==> src/rtl/mult_arbiter_if.sv <==
// Operand-request and result handshake bundle for mult_arbiter.
// The requester/consumer side uses the master modport; the arbiter uses slave.
interface mult_arbiter_if #(
   parameter int NREQ = 4,
   parameter int IDW  = 2
);
   logic [NREQ-1:0]      req_valid;
   logic [NREQ-1:0]      req_ready;
   logic [18*NREQ-1:0]   req_a;
   logic [18*NREQ-1:0]   req_b;
   logic                 res_valid;
   logic                 res_ready;
   logic [IDW-1:0]       res_id;
   logic signed [35:0]   res_p;

   modport master (
      output req_valid, req_a, req_b, res_ready,
      input  req_ready, res_valid, res_id, res_p
   );

   modport slave (
      input  req_valid, req_a, req_b, res_ready,
      output req_ready, res_valid, res_id, res_p
   );
endinterface

==> src/rtl/mult_arbiter.sv <==
// Round-robin sharing of one 3-cycle 18x18 signed multiplier with id/valid tag tracking
// and whole-pipeline stall on result backpressure. Define MULT_ARB_STATS_EN for op/stall counters.

module mult18x18_3c (
   input  logic               clk,
   input  logic               rst,
   input  logic               en,
   input  logic signed [17:0] a,
   input  logic signed [17:0] b,
   output logic signed [35:0] p
);
   logic signed [17:0] a_p0, b_p0;
   logic signed [35:0] prod_p1;

   always_ff @(posedge clk) begin
      if (rst) begin
         a_p0    <= '0;
         b_p0    <= '0;
         prod_p1 <= '0;
         p       <= '0;
      end else if (en) begin
         // p0: operand capture
         a_p0    <= a;
         b_p0    <= b;
         // p1: multiply
         prod_p1 <= a_p0 * b_p0;
         // p2: output register
         p       <= prod_p1;
      end
   end
endmodule

module mult_arbiter #(
   parameter int NREQ = 4,
   parameter int IDW  = 2,
   parameter int LAT  = 3
) (
   input  logic          clk,
   input  logic          rst,
   mult_arbiter_if.slave bus,
   input  logic          stat_clr,
   output logic [31:0]   stat_ops,
   output logic [31:0]   stat_stall
);
   localparam int             KW     = IDW + 1;
   localparam logic [IDW:0]   NREQ_W = NREQ[IDW:0];

   logic [IDW-1:0]     rr;
   logic [IDW-1:0]     win;
   logic [IDW-1:0]     rr_nxt;
   logic [IDW:0]       idx_w;
   logic [IDW:0]       inc_w;
   logic               found;
   logic               en;
   logic               accept;
   logic signed [17:0] mul_a, mul_b;
   logic               tag_vld_p [LAT];
   logic [IDW-1:0]     tag_id_p  [LAT];

   assign en = !(tag_vld_p[LAT-1] && !bus.res_ready);

   // First asserted request at or after the pointer, wrapping modulo NREQ.
   always_comb begin
      found = 1'b0;
      win   = '0;
      idx_w = '0;
      for (int k = 0; k < NREQ; k++) begin
         idx_w = {1'b0, rr} + KW'(k);
         if (idx_w >= NREQ_W) idx_w = idx_w - NREQ_W;
         if (!found && bus.req_valid[idx_w[IDW-1:0]]) begin
            found = 1'b1;
            win   = idx_w[IDW-1:0];
         end
      end
   end

   assign accept = found && en && !rst;

   always_comb begin
      bus.req_ready = '0;
      if (accept) bus.req_ready[win] = 1'b1;
   end

   always_comb begin
      inc_w  = {1'b0, win} + KW'(1);
      rr_nxt = (inc_w == NREQ_W) ? '0 : inc_w[IDW-1:0];
   end

   assign mul_a = accept ? $signed(bus.req_a[18*win +: 18]) : '0;
   assign mul_b = accept ? $signed(bus.req_b[18*win +: 18]) : '0;

   always_ff @(posedge clk) begin
      if (rst) begin
         rr <= '0;
      end else if (accept) begin
         rr <= rr_nxt;
      end
   end

   // Tag pipeline mirrors the multiplier stages and freezes with it.
   always_ff @(posedge clk) begin
      if (rst) begin
         for (int k = 0; k < LAT; k++) begin
            tag_vld_p[k] <= 1'b0;
            tag_id_p[k]  <= '0;
         end
      end else if (en) begin
         tag_vld_p[0] <= accept;
         tag_id_p[0]  <= win;
         for (int k = 1; k < LAT; k++) begin
            tag_vld_p[k] <= tag_vld_p[k-1];
            tag_id_p[k]  <= tag_id_p[k-1];
         end
      end
   end

   assign bus.res_valid = tag_vld_p[LAT-1];
   assign bus.res_id    = tag_id_p[LAT-1];

   mult18x18_3c u_mult (
      .clk (clk),
      .rst (rst),
      .en  (en),
      .a   (mul_a),
      .b   (mul_b),
      .p   (bus.res_p)
   );

`ifdef MULT_ARB_STATS_EN
   logic [31:0] ops_q, stall_q;

   // A clear takes priority over a same-cycle increment.
   always_ff @(posedge clk) begin
      if (rst || stat_clr) begin
         ops_q   <= '0;
         stall_q <= '0;
      end else begin
         if (tag_vld_p[LAT-1] && bus.res_ready) ops_q <= ops_q + 32'd1;
         if (!en) stall_q <= stall_q + 32'd1;
      end
   end

   assign stat_ops   = ops_q;
   assign stat_stall = stall_q;
`else
   logic unused_stat_clr;
   assign unused_stat_clr = stat_clr;
   assign stat_ops        = '0;
   assign stat_stall      = '0;
`endif
endmodule

==> src/flat_wrapper.sv <==
// flat-port wrapper written by rule: the top's interface ports become plain ports
module mult_arbiter_flat 
#(
   parameter int NREQ = 4,
   parameter int IDW  = 2,
   parameter int LAT  = 3
)
  (clk, rst, stat_clr, stat_ops, stat_stall, bus_req_valid, bus_req_a, bus_req_b, bus_res_ready, bus_req_ready, bus_res_valid, bus_res_id, bus_res_p);
  mult_arbiter_if #(.NREQ(NREQ), .IDW(IDW)) bus_i ();
  input  logic clk;
  input  logic rst;
  input  logic stat_clr;
  output logic [31:0] stat_ops;
  output logic [31:0] stat_stall;
  input wire logic [$bits(bus_i.req_valid)-1:0] bus_req_valid;
  input wire logic [$bits(bus_i.req_a)-1:0] bus_req_a;
  input wire logic [$bits(bus_i.req_b)-1:0] bus_req_b;
  input wire logic [$bits(bus_i.res_ready)-1:0] bus_res_ready;
  output wire logic [$bits(bus_i.req_ready)-1:0] bus_req_ready;
  output wire logic [$bits(bus_i.res_valid)-1:0] bus_res_valid;
  output wire logic [$bits(bus_i.res_id)-1:0] bus_res_id;
  output wire logic [$bits(bus_i.res_p)-1:0] bus_res_p;
  assign bus_i.req_valid = bus_req_valid;
  assign bus_i.req_a = bus_req_a;
  assign bus_i.req_b = bus_req_b;
  assign bus_i.res_ready = bus_res_ready;
  assign bus_req_ready = bus_i.req_ready;
  assign bus_res_valid = bus_i.res_valid;
  assign bus_res_id = bus_i.res_id;
  assign bus_res_p = bus_i.res_p;
  mult_arbiter #(.NREQ(NREQ), .IDW(IDW), .LAT(LAT)) u_core (.clk(clk), .rst(rst), .bus(bus_i), .stat_clr(stat_clr), .stat_ops(stat_ops), .stat_stall(stat_stall));
endmodule
==> config.mk <==
export PLATFORM = sky130hd
export DESIGN_NAME = mult_arbiter_flat
export DESIGN_NICKNAME = d
export VERILOG_FILES = /design/src/rtl/mult_arbiter_if.sv /design/src/rtl/mult_arbiter.sv /design/src/flat_wrapper.sv
export SDC_FILE = /design/constraint.sdc
export NUM_CORES = 1
export LEC_CHECK = 0
export BUFFER_PORTS_ARGS = -buffer_cell sky130_fd_sc_hd__buf_2
export CAP_MARGIN = 10
export CORE_ASPECT_RATIO = 1.5
export CORE_UTILIZATION = 25
export DETAILED_ROUTE_END_ITERATION = 12
export PLACE_DENSITY = 0.44
export SLEW_MARGIN = 20
export SYNTH_ARGS = -nofsm -noshare
export SYNTH_HDL_FRONTEND = slang
export SYNTH_SLANG_ARGS = --single-unit
==> constraint.sdc <==
create_clock -name clk -period 18.7 [get_ports clk]
set_input_delay 5.61 -clock clk [delete_from_list [all_inputs] [get_ports clk]]
set_output_delay 5.61 -clock clk [all_outputs]
set_load 0.01 [all_outputs]
# After elaboration in Yosys (flattened, before gate mapping)
# Memories as Yosys holds them, arrays and structs flattened.
# Index checks and enable logic that the tools add are counted.
# Widths: inputs -> output; s select.
[word_totals]
regBits = 110
mem_bits_rw = 9
input_bits = 152
out_inout_bits = 107
elab_cells = 86
mem_count = 2
[op_classes]
n_addsub = 8
n_mul = 2
magnitude_cmp = 10
eq_ne = 1
shifts = 2
mux = 37
n_bitwise = 6
n_reduce_logical = 13
[mem_list]
columns = ["name", "depth", "width", "read_ports", "rd_ports_with_merged_regs", "wr", "line_no", "rtl"]
rows = [
  ["u_core.tag_id_p", 3, 2, 3, 0, 3, "mult_arbiter.sv:58", "logic [IDW-1:0] tag_id_p [LAT];"],
  ["u_core.tag_vld_p", 3, 1, 3, 0, 3, "mult_arbiter.sv:57", "logic tag_vld_p [LAT];"],
]
[op_table]
columns = ["op", "count"]
rows = [
  ["$shiftx 72x8->18", 2],
  ["$mul 18x18->36", 1],
  ["$mux 18", 2],
  ["$mux 2", 12],
  ["$mux 1", 17],
  ["$lt 2x3->1 const B", 5],
  ["$ge 3x3->1 const B", 3],
  ["$bmux 1 s2", 4],
  ["$sub 2x1->2 const B", 4],
  ["$logic_and 1x1->1", 7],
  ["$add 2x1->3 const B", 2],
  ["$add 2x2->3 const B", 2],
  ["$logic_not 1->1", 6],
  ["$mul 4x2->6 const A", 1],
  ["$or 1x1->1", 6],
  ["$mux 4", 1],
  ["$eq 3x3->1 const B", 1],
  ["$ge 2x3->1 const B", 1],
  ["$demux 1 s2", 1],
  ["$ge 2x1->1 const B", 1],
]

# Longest topological paths before layout
# Gate-level depths: netlist (run 1).
[logic_depth]
word_depth = 19
ltp_mapped = 26
mapped_depth_nobuf = 23

# By module
# From an unflattened synthesis (run 1), not the netlist that was laid out.
[hier_totals]
cells_unflattened = 1955
hier_area_um2 = 18211.2
[by_module_without_submodules]
columns = ["module", "instances", "cells_per_inst", "area_per_inst_um2", "seq_area_each_um2"]
rows = [
  ["mult18x18_3c", 1, 1710, 15977.8, 2162.1],
  ["mult_arbiter", 1, 245, 2233.4, 310.3],
]

# Least setup slack after synthesis (run 1)
# No wires, ideal clock.
[synth_timing]
kind = "in2out"
from = "in bus_req_valid[2]"
to = "out bus_req_ready[3]"
arrival_ns = 7.117
t_required_ns = 13.090
path_slack_ns = 5.973
path_stages = 8
path_buffers = 1
cell_sequence = "mux2i_1 -> nor2_1 -> or3_1 -> inv_2 -> buf_1 -> ha_1 -> inv_1 -> nor3_1"
[synth_between]
elab_chain_len = 17
word_cells_on_any_way = 30
classes_between = "order compare (2); mux (19); reduce/logical (9)"
[synth_lines]
columns = ["element", "line_no", "rtl"]
rows = [
  ["from (decl)", "flat_wrapper.sv:15", "input wire logic [$bits(bus_i.req_valid)-1:0] bus_req_valid;"],
  ["$bmux 1 s2", "mult_arbiter.sv:70", "if (!found && bus.req_valid[idx_w[IDW-1:0]]) begin"],
  ["$mux 1 (not written as such)", "mult_arbiter.sv:70", ""],
  ["$mux 1", "mult_arbiter.sv:70", ""],
  ["$logic_not 1->1", "mult_arbiter.sv:70", ""],
  ["$logic_and 1x1->1", "mult_arbiter.sv:70", ""],
  ["$mux 1", "mult_arbiter.sv:70", ""],
  ["$logic_not 1->1", "mult_arbiter.sv:70", ""],
  ["$logic_and 1x1->1", "mult_arbiter.sv:70", ""],
  ["[... 2 more ...]", "n/a", ""],
  ["$logic_and 1x1->1", "mult_arbiter.sv:70", ""],
  ["$mux 2 *", "mult_arbiter.sv:70", ""],
  ["via u_core.win[0]", "mult_arbiter.sv:49", "logic [IDW-1:0] win;"],
  ["$lt 2x3->1 (not written as such) or $ge 2x1->1 (tied branches)", "mult_arbiter.sv:81", "if (accept) bus.req_ready[win] = 1'b1;"],
  ["$logic_and 1x1->1 (not written as such)", "mult_arbiter.sv:81", ""],
  ["$mux 1 (not written as such)", "mult_arbiter.sv:81", ""],
  ["$demux 1 s2 *", "n/a", ""],
  ["$mux 4 *", "mult_arbiter.sv:81", ""],
  ["to (decl)", "flat_wrapper.sv:19", "output wire logic [$bits(bus_i.req_ready)-1:0] bus_req_ready;"],
]
# The timed path passes the listed nets; every way through them passes the cells marked *. The select of a mux whose other input is x is not followed.

# Final worst setup path (run 1)
[layout_timing]
from = "in bus_req_valid[2]"
to = "out bus_req_ready[3]"
[layout_between]
elab_chain_len = 17
word_cells_on_any_way = 30
classes_between = "order compare (2); mux (19); reduce/logical (9)"
[layout_lines]
columns = ["element", "line_no"]
rows = [
  ["$bmux 1 s2", "mult_arbiter.sv:70"],
  ["$mux 1 (not written as such)", "mult_arbiter.sv:70"],
  ["$mux 1", "mult_arbiter.sv:70"],
  ["$logic_not 1->1", "mult_arbiter.sv:70"],
  ["$logic_and 1x1->1", "mult_arbiter.sv:70"],
  ["$mux 1", "mult_arbiter.sv:70"],
  ["$logic_not 1->1", "mult_arbiter.sv:70"],
  ["$logic_and 1x1->1", "mult_arbiter.sv:70"],
  ["$mux 1", "mult_arbiter.sv:70"],
  ["$logic_not 1->1", "mult_arbiter.sv:70"],
  ["$logic_and 1x1->1", "mult_arbiter.sv:70"],
  ["$mux 2", "mult_arbiter.sv:70"],
  ["$lt 2x3->1 (not written as such) or $ge 2x1->1 (tied branches)", "mult_arbiter.sv:81"],
  ["$logic_and 1x1->1 (not written as such)", "mult_arbiter.sv:81"],
  ["$mux 1 (not written as such)", "mult_arbiter.sv:81"],
  ["$demux 1 s2", "n/a"],
  ["$mux 4 *", "mult_arbiter.sv:81"],
]
# Mark *: on every way between the ends. The rest lies on a longest branch, timed or not. The select of a mux whose other input is x is not followed.

==> results of run 1 <==
## cell type report
cell class / count / area [sq um] / area share
Sequential cell: 119 / 2470 / 0.125
Clock buffer: 19 / 464 / 0.0235
Multi-Input combinational cell: 1377 / 13000 / 0.657
Inverter: 389 / 1460 / 0.0739
Tap cell: 900 / 1130 / 0.0570
Clock inverter: 12 / 116 / 0.00589
Timing Repair Buffer: 215 / 1130 / 0.0573
## layer usage
metal,vias to the layer above,global-route usage,part of all wire
met5,-,0,0.00020
met4,2,0.0444,0.022
met3,70,0.0150,0.032
met2,361,0.284,0.55
met1,6644,0.166,0.40
li1,6235,-,-
## synth_stat cells (7+ instances only)
cell,number
edfxtp_1,9
nand2b_1,11
inv_1,387
nor2_1,33
xnor2_1,16
a21o_1,12
buf_1,7
ha_1,97
a22o_1,42
a21oi_1,30
and2_1,171
fa_1,329
xor2_1,16
buf_4,66
nor3_1,7
nand2_1,327
a32o_1,40
nand3_1,76
o21ai_0,41
dfxtp_1,110
clkbuf_1,95
## through the flow
step           area [sq um]  std cells   util  setup WS, ns  total power (uW)
2_1_floorplan         17800       2058      -          5.97              2010
3_3_place_gp          19200       3000  0.276          5.32              2560
3_5_place_dp          19200       3000  0.276          5.38              2610
4_1_cts               19800       3031  0.285          5.37              2960
5_1_grt               19800       3031  0.285          5.23              3250
6_report              19800       3031  0.285          5.39              2900
## path summary, 6_finish.rpt
check / endpoint / startpoint / cells past startpoint / slack, ns
worst max-delay path: bus_req_ready[3] / bus_req_valid[2] / 11 / 5.39
worst min-delay path: u_core.u_mult.prod_p1[10] / u_core.u_mult.prod_p1[10] / 2 / 0.46
worst max register to register: u_core.u_mult.prod_p1[35] / u_core.u_mult.a_p0[17] / 19 / 11.26
worst min register to register: u_core.u_mult.prod_p1[10] / u_core.u_mult.prod_p1[10] / 2 / 0.46
## power by group through the flow
stage	clock, uW	combinational [uW]	sequential, uW
2_1_floorplan	0	1650	360
3_3_place_gp	0	2140	419
3_5_place_dp	0	2190	420
4_1_cts	345	2200	415
5_1_grt	354	2480	420
6_report	334	2160	412
## worst register-to-register path, cell delays in order (launching register included)
cell and delay [ns]:
dfxtp_1 0.86, nand2_1 0.31, fa_1 0.60, inv_1 0.14, fa_1 0.74, inv_1 0.21
fa_1 0.53, fa_1 0.58, fa_1 0.44, fa_1 0.49, inv_1 0.04, ha_1 0.33
and3_1 0.25, a221oi_1 0.36, o21ai_0 0.22, a21o_1 0.22, a41o_1 0.27, a211o_1 0.30
or4_1 0.40, nand3_1 0.10
## flip-flops by register name, indices dropped and copies added (netlist names)
name / count
u_core.u_mult.a_p0: 18
u_core.u_mult.p: 36
u_core.tag_vld_p: 3
u_core.rr: 2
u_core.u_mult.prod_p1: 36
u_core.u_mult.b_p0: 18
u_core.tag_id_p: 6
## logic make-up (layout without fill, tap and decap cells)
| kind of cell | Yosys count | count (layout) | share of synthesized area |
|---|---|---|---|
| simple gates | 652 | 652 | 0.176 |
| buf+inv | 562 | 635 | 0.137 |
| fa+ha+maj | 426 | 426 | 0.443 |
| compound gates | 201 | 201 | 0.0859 |
| flops | 119 | 119 | 0.141 |
| xor+xnor | 32 | 32 | 0.0159 |
| mux | 2 | 2 | 0.00114 |
| other cells | 1 | 64 | 0.000213 |
==> flow_summary.json, run 1 <==
{
  "cellInternalPower_uw": 1410,
  "p_comb_frac": 0.743,
  "die-area_sq_um": 71500,
  "synth_seq_area_share": 0.141,
  "drc": 0,
  "min_path_type": "flip-flop to flip-flop",
  "cp_top_family": "buffers and inverters",
  "synth_flop_cell": "dfxtp_1",
  "final_common_cell": "inv_1",
  "grt_max_degree": 76,
  "critical_path_class": "input pin to output port",
  "slowest_delay_ns": 0.36,
  "ir_worst_vdd_uv": 87.2,
  "ant_nets": 0,
  "hold_violations": 0,
  "path_cells": "buf_2, mux2i_1, nor2_1, or3_1, buf_4, inv_2, buf_4, ha_1, inv_1, nor3_1, buf_2",
  "cts-root-buf": "clkbuf_16",
  "place.port_buffers": 193,
  "synth_area_sq_um": 17600,
  "drtIter0Drc": 619,
  "grt_setup_unrepaired": "false",
  "die_x_um": 219,
  "async_flop_share": 0,
  "syn2layout_area_growth_pct": 12.3,
  "cts-hold-fix-buffers": 0,
  "routabilityCongestion": 0.827,
  "grt_pass1_vias": 14600,
  "first_pass_iters": 5,
  "route.vias.total": 13300,
  "fin_crit_sh": 0.712,
  "crit_slowest_cell": "or3_1",
  "yosysTopAreaCell": "fa_1",
  "hold_ws_ns": 0.456,
  "grt_pass1_wl_um": 81300,
  "start_util": 0.254,
  "final_cell_mix": "387 x inv_1, 329 x fa_1, 327 x nand2_1",
  "syn_inst": 1995,
  "clock_skew_ns": 0.0104,
  "synth_warnings": 0,
  "drive_gt1_frac": 0.123,
  "wl_per_cell_um": 16.7,
  "cp.required_ns": 13.09,
  "timing.fmax_ghz": 0.0752,
  "max_cap_violations": 0,
  "power_switching_uw": 1490,
  "clock_sinks": 119,
  "setup_viol": 0,
  "routed_wl_um": 50500,
  "relSlewSlack": 0.227,
  "vias_per_cell": 4.39,
  "slew_viol_final": 0,
  "p_leak_uw": 0.00981,
  "post_cts_buffers": 0,
  "dp_hpwl_um": 40900,
  "antenna_found_initial": 1,
  "io_pins": 259,
  "sw_frac_of_total": 0.514,
  "start_kind": "input pin",
  "yosys_register_bits": 119,
  "nNetsFinal": 2697,
  "synth_cell_type_count": 61,
  "htreeDepth": 4,
  "power.density_nw_per_um2": 147,
  "path_buf_inv": 6,
  "track_usage": 0.147,
  "overflow": 0,
  "path_max_fanout": 39,
  "cts_tree": "built",
  "row_count": 118,
  "synth_top_area_frac": 0.374,
  "num_antenna_cells": 0,
  "clock_path_buffers": 2,
  "clock_latency_ns": 0.44,
  "end_kind": "output port",
  "synth.area.top_cells": "fa_1 37%, dfxtp_1 13%, inv_1 8.3%",
  "synth_edf_count": 9,
  "fin_crit_ns": 13.31,
  "finalSetupTns_ns": 0,
  "p_seq_frac": 0.142,
  "cts_buffers": 17,
  "postSynthAreaPerCell_sq_um": 8.82,
  "n_fill_cell": 7462,
  "chipHeight_um": 327,
  "clockPowerShare": 0.115,
  "post_cts_resized": 0,
  "coreArea_sq_um": 69400,
  "critPathArrivalTime_ns": 7.70,
  "tightestPinTransition_ns": 1.16,
  "path_clk_slew_ns": 0.06,
  "status": "finished clean"
}
Note: power is estimated with default switching activity, not from simulation.
==> run 2: changes to the inputs <==
--- a/config.mk
+++ b/config.mk
@@ -10,7 +10,7 @@
 export CORE_ASPECT_RATIO = 1.5
 export CORE_UTILIZATION = 25
 export DETAILED_ROUTE_END_ITERATION = 12
-export PLACE_DENSITY = 0.44
+export PLACE_DENSITY = 0.46
 export SLEW_MARGIN = 20
 export SYNTH_ARGS = -nofsm -noshare
 export SYNTH_HDL_FRONTEND = slang
==> constraint.sdc (replaced) <==
create_clock -name clk -period 11.8 [get_ports clk]
set_input_delay 3.54 -clock clk [delete_from_list [all_inputs] [get_ports clk]]
set_output_delay 3.54 -clock clk [all_outputs]
set_load 0.01 [all_outputs]
==> flow_summary.json, run 2 (same netlist as run 1, synthesis figures left out) <==
{
  "tightestPinTransition_ns": 1.11,
  "hold_violations": 0,
  "io_pins": 259,
  "die_x_um": 219,
  "nNetsFinal": 2692,
  "syn2layout_area_growth_pct": 12.3,
  "status": "finished clean",
  "dp.cells": 2995,
  "grt_max_degree": 77,
  "relSlewSlack": 0.261,
  "cellInternalPower_uw": 2260,
  "power.density_nw_per_um2": 232,
  "path_clk_slew_ns": 0.06,
  "timing.fmax_ghz": 0.107,
  "start_util": 0.254,
  "post_cts_buffers": 0,
  "layout.cells.non_filler": 3028,
  "critical_path_class": "input pin to output port",
  "dp_hpwl_um": 40500,
  "end_kind": "output port",
  "antenna_found_initial": 0,
  "fin_crit_ns": 9.33,
  "sw_frac_of_total": 0.508,
  "row_count": 118,
  "cts-hold-fix-buffers": 0,
  "power_switching_uw": 2330,
  "first_pass_iters": 5,
  "clockPowerShare": 0.124,
  "placed_cell_area_sq_um": 19100,
  "grt_pass1_vias": 14700,
  "cts-root-buf": "clkbuf_16",
  "clock_path_buffers": 2,
  "min_path_type": "flip-flop to flip-flop",
  "routabilityCongestion": 0.861,
  "final_common_cell": "inv_1",
  "wl_per_cell_um": 16.5,
  "cts_tree": "built",
  "cp.required_ns": 8.26,
  "max_cap_violations": 0,
  "drtIter0Drc": 616,
  "chipHeight_um": 327,
  "p_comb_frac": 0.730,
  "coreArea_sq_um": 69400,
  "n_fill_cell": 7498,
  "clock_skew_ns": 0.0125,
  "routed_wl_um": 50000,
  "route.vias.total": 13400,
  "fin_crit_sh": 0.791,
  "clock_sinks": 119,
  "fin_area_sq_um": 19800,
  "setup_viol": 0,
  "clock_latency_ns": 0.45,
  "start_kind": "input pin",
  "hold_ws_ns": 0.451,
  "place_ws_ns": 2.44,
  "final_cell_mix": "387 x inv_1, 329 x fa_1, 327 x nand2_1",
  "critPathArrivalTime_ns": 5.79,
  "ant_nets": 0,
  "place.port_buffers": 193,
  "htreeDepth": 4,
  "p_seq_frac": 0.146,
  "overflow": 0,
  "cts_buffers": 17,
  "setup_slack_ns": 2.47,
  "track_usage": 0.144,
  "drc": 0,
  "drive_gt1_frac": 0.120,
  "die-area_sq_um": 71500,
  "biggestRegsByFlops": "u_core.u_mult.p: 36 flops, u_core.u_mult.prod_p1: 36 flops",
  "slew_viol_final": 0,
  "grt_setup_unrepaired": "false",
  "ir_worst_vdd_uv": 146,
  "path_max_fanout": 76,
  "grt_pass1_wl_um": 80200,
  "post_cts_resized": 0,
  "finalSetupTns_ns": 0,
  "p_leak_uw": 0.00980,
  "vias_per_cell": 4.42
}
==> run 2: final cells by class <==
class / instances / area, sq um / area share
Sequential cell: 119 / 2470 / 0.125
Tap cell: 900 / 1130 / 0.0570
Antenna cell: 1 / 2.50 / 0.000127
Timing Repair Buffer: 210 / 1090 / 0.0553
Clock inverter: 9 / 111 / 0.00564
Multi-Input combinational cell: 1377 / 13000 / 0.657
Inverter: 389 / 1460 / 0.0739
Clock buffer: 23 / 510 / 0.0258
==> run 2: worst max-delay path, stage by stage <==
cell and delay, ns:
buf_2 0.13, a21oi_1 0.14, o21a_1 0.16, o22ai_4 0.07
buf_4 0.34, inv_2 0.13, buf_4 0.54, ha_1 0.26
inv_1 0.05, nor3_1 0.22, buf_2 0.17
==> run 2: final timing paths <==
kind | endpoint | slack, ns | start | cells after the start
worst min-delay path | u_core.u_mult.prod_p1[17] | 0.45 | u_core.u_mult.prod_p1[17] | 2
worst max register to register | u_core.u_mult.prod_p1[35] | 4.53 | u_core.u_mult.a_p0[17] | 19
worst max-delay path | bus_req_ready[3] | 2.47 | bus_req_valid[0] | 11
worst min register to register | u_core.u_mult.prod_p1[17] | 0.45 | u_core.u_mult.prod_p1[17] | 2
==> run 2: metrics by stage <==
stage	utilization	power, uW
finish	0.285	4590
global route	0.285	5150
CTS	0.285	4670
detailed placement	0.276	4080
global placement	0.276	4010
floorplan	-	3190
==> run 2: metal layers <==
layer,global-route usage,vias up,routed length [um]
met1,0.161,6748,19800
li1,-,6220,-
met5,0,-,0
met2,0.279,352,27300
met4,0.0488,0,1180
met3,0.0154,55,1720
==> run 2: power by group through the flow <==
stage                     clock network, uW  logic, uW  registers, uW
after floorplan                           0       2620            571
after global placement                    0       3330            680
after detailed placement                  0       3400            681
after CTS                               586       3410            673
after global routing                    597       3860            686
final                                   568       3350            670
==> run 3: changes to the inputs <==
==> constraint.sdc (replaced) <==
create_clock -name clk -period 8.25 [get_ports clk]
set_input_delay 2.475 -clock clk [delete_from_list [all_inputs] [get_ports clk]]
set_output_delay 2.475 -clock clk [all_outputs]
set_load 0.01 [all_outputs]
==> flow_summary.json, run 3 (same netlist as run 1, synthesis figures left out) <==
{
  "path_max_fanout": 19,
  "grt_pass1_vias": 14400,
  "post_cts_buffers": 0,
  "clockPowerShare": 0.118,
  "cts-root-buf": "clkbuf_16",
  "fin_crit_ns": 7.19,
  "max_cap_violations": 0,
  "first_pass_iters": 6,
  "overflow": 0,
  "finalSetupTns_ns": 0,
  "p_leak_uw": 0.00982,
  "cts_buffers": 17,
  "critical_path_class": "flip-flop to flip-flop",
  "drive_gt1_frac": 0.123,
  "antenna_found_initial": 1,
  "drtIter0Drc": 607,
  "clock_skew_ns": 0.00985,
  "path_buf_inv": 3,
  "clock_path_buffers": 2,
  "clock_latency_ns": 0.45,
  "die_x_um": 219,
  "routed_wl_um": 50000,
  "ant_nets": 0,
  "route.vias.total": 13400,
  "grt_max_degree": 76,
  "critPathArrivalTime_ns": 7.57,
  "htreeDepth": 4,
  "biggestRegsByFlops": "u_core.u_mult.p: 36 flops, u_core.u_mult.prod_p1: 36 flops",
  "ir_worst_vdd_uv": 203,
  "slowest_delay_ns": 0.87,
  "p_seq_frac": 0.143,
  "grt_pass1_wl_um": 79900,
  "dp_hpwl_um": 40600,
  "p_comb_frac": 0.739,
  "vias_per_cell": 4.42,
  "coreArea_sq_um": 69400,
  "setup_viol": 0,
  "cp.required_ns": 8.63,
  "drc": 0,
  "power_switching_uw": 3400,
  "routabilityCongestion": 0.869,
  "start_kind": "flip-flop",
  "place.port_buffers": 193,
  "cts-hold-fix-buffers": 0,
  "io_pins": 259,
  "fin_area_sq_um": 19800,
  "grt_setup_unrepaired": "false",
  "final_common_cell": "inv_1",
  "cp_top_family": "adder cells",
  "path_clk_slew_ns": 0.06,
  "clock_sinks": 119,
  "relSlewSlack": 0.259,
  "placed_cell_area_sq_um": 19200,
  "slew_viol_final": 0,
  "hold_violations": 0,
  "crit_slowest_cell": "dfxtp_1",
  "path_cells": "nand2_1, fa_1, inv_1, fa_1, inv_1, fa_1, fa_1, fa_1, fa_1, inv_1, ha_1, and3_1, a221oi_1, o21ai_0, a21o_1, a41o_1, a211o_1, or4_1, nand3_1",
  "syn2layout_area_growth_pct": 12.5,
  "post_cts_resized": 0,
  "row_count": 118,
  "power.density_nw_per_um2": 336,
  "end_kind": "flip-flop",
  "final_cell_mix": "387 x inv_1, 329 x fa_1, 327 x nand2_1",
  "die-area_sq_um": 71500,
  "timing.fmax_ghz": 0.139,
  "status": "finished clean",
  "wl_per_cell_um": 16.5,
  "min_path_type": "flip-flop to flip-flop",
  "chipHeight_um": 327,
  "nNetsFinal": 2698,
  "cp_common_cell": "fa_1",
  "cellInternalPower_uw": 3240,
  "tightestPinTransition_ns": 1.11,
  "fin_crit_sh": 0.871,
  "sw_frac_of_total": 0.512,
  "track_usage": 0.144,
  "cts_tree": "built",
  "start_util": 0.254
}
==> run 3: cell count changes in the layout (fill, tap and decap cells not counted) <==
cell       change
clkbuf_16      -1
clkbuf_1       -2
buf_4          +6
clkbuf_8       -1
inv_6          +3
==> run 3: final cells by class <==
cell class	instances	area (sq um)
Tap cell	900	1130
Clock inverter	12	138
Clock buffer	19	464
Inverter	389	1460
Sequential cell	119	2470
Multi-Input combinational cell	1377	13000
Fill cell	7427	49600
Timing Repair Buffer	216	1140
Antenna cell	1	2.50
==> run 3: power by group through the flow <==
stage | combinational (uW) | sequential (uW) | clock [uW]
6_report | 4910 | 947 | 785
5_1_grt | 5610 | 967 | 830
4_1_cts | 4970 | 951 | 816
3_5_place_dp | 4940 | 963 | 0
3_3_place_gp | 4840 | 962 | 0
2_1_floorplan | 3750 | 816 | 0
==> run 3: worst paths after layout <==
kind                                           startpoint                        end  slack, ns  depth (start not counted)
worst min register to register  u_core.u_mult.prod_p1[15]  u_core.u_mult.prod_p1[15]       0.46                          2
worst max-delay path                u_core.u_mult.b_p0[7]  u_core.u_mult.prod_p1[35]       1.06                         19
worst min-delay path            u_core.u_mult.prod_p1[15]  u_core.u_mult.prod_p1[15]       0.46                          2
worst max register to register      u_core.u_mult.b_p0[7]  u_core.u_mult.prod_p1[35]       1.06                         19
==> run 3: worst min-delay path, delay by kind of cell, from the launching register on <==
family,cells,cell delay [ns]
DFF,1,0.33
AOI/OAI and AO/OA,1,0.05
and+or+nand+nor,1,0.04
==> run 3: stage by stage <==
| step | cells | setup WS, ns | utilization | total power, uW | hold slack, ns |
|---|---|---|---|---|---|
| after floorplan | 2058 | 1.66 | - | 4560 | 0.425 |
| final | 3033 | 1.06 | 0.285 | 6640 | 0.456 |
| after global routing | 3032 | 0.773 | 0.285 | 7410 | 0.484 |
| after global placement | 3001 | 1.24 | 0.276 | 5810 | 0.438 |
| after detailed placement | 3001 | 1.07 | 0.276 | 5900 | 0.446 |
| after CTS | 3032 | 1.06 | 0.285 | 6740 | 0.461 |
==> run 3: routing by layer <==
| metal | track usage | part of all wire |
|---|---|---|
| met5 | 0 | 0.00020 |
| met1 | 0.163 | 0.40 |
| met3 | 0.0133 | 0.030 |
| met4 | 0.0452 | 0.022 |
| met2 | 0.278 | 0.55 |
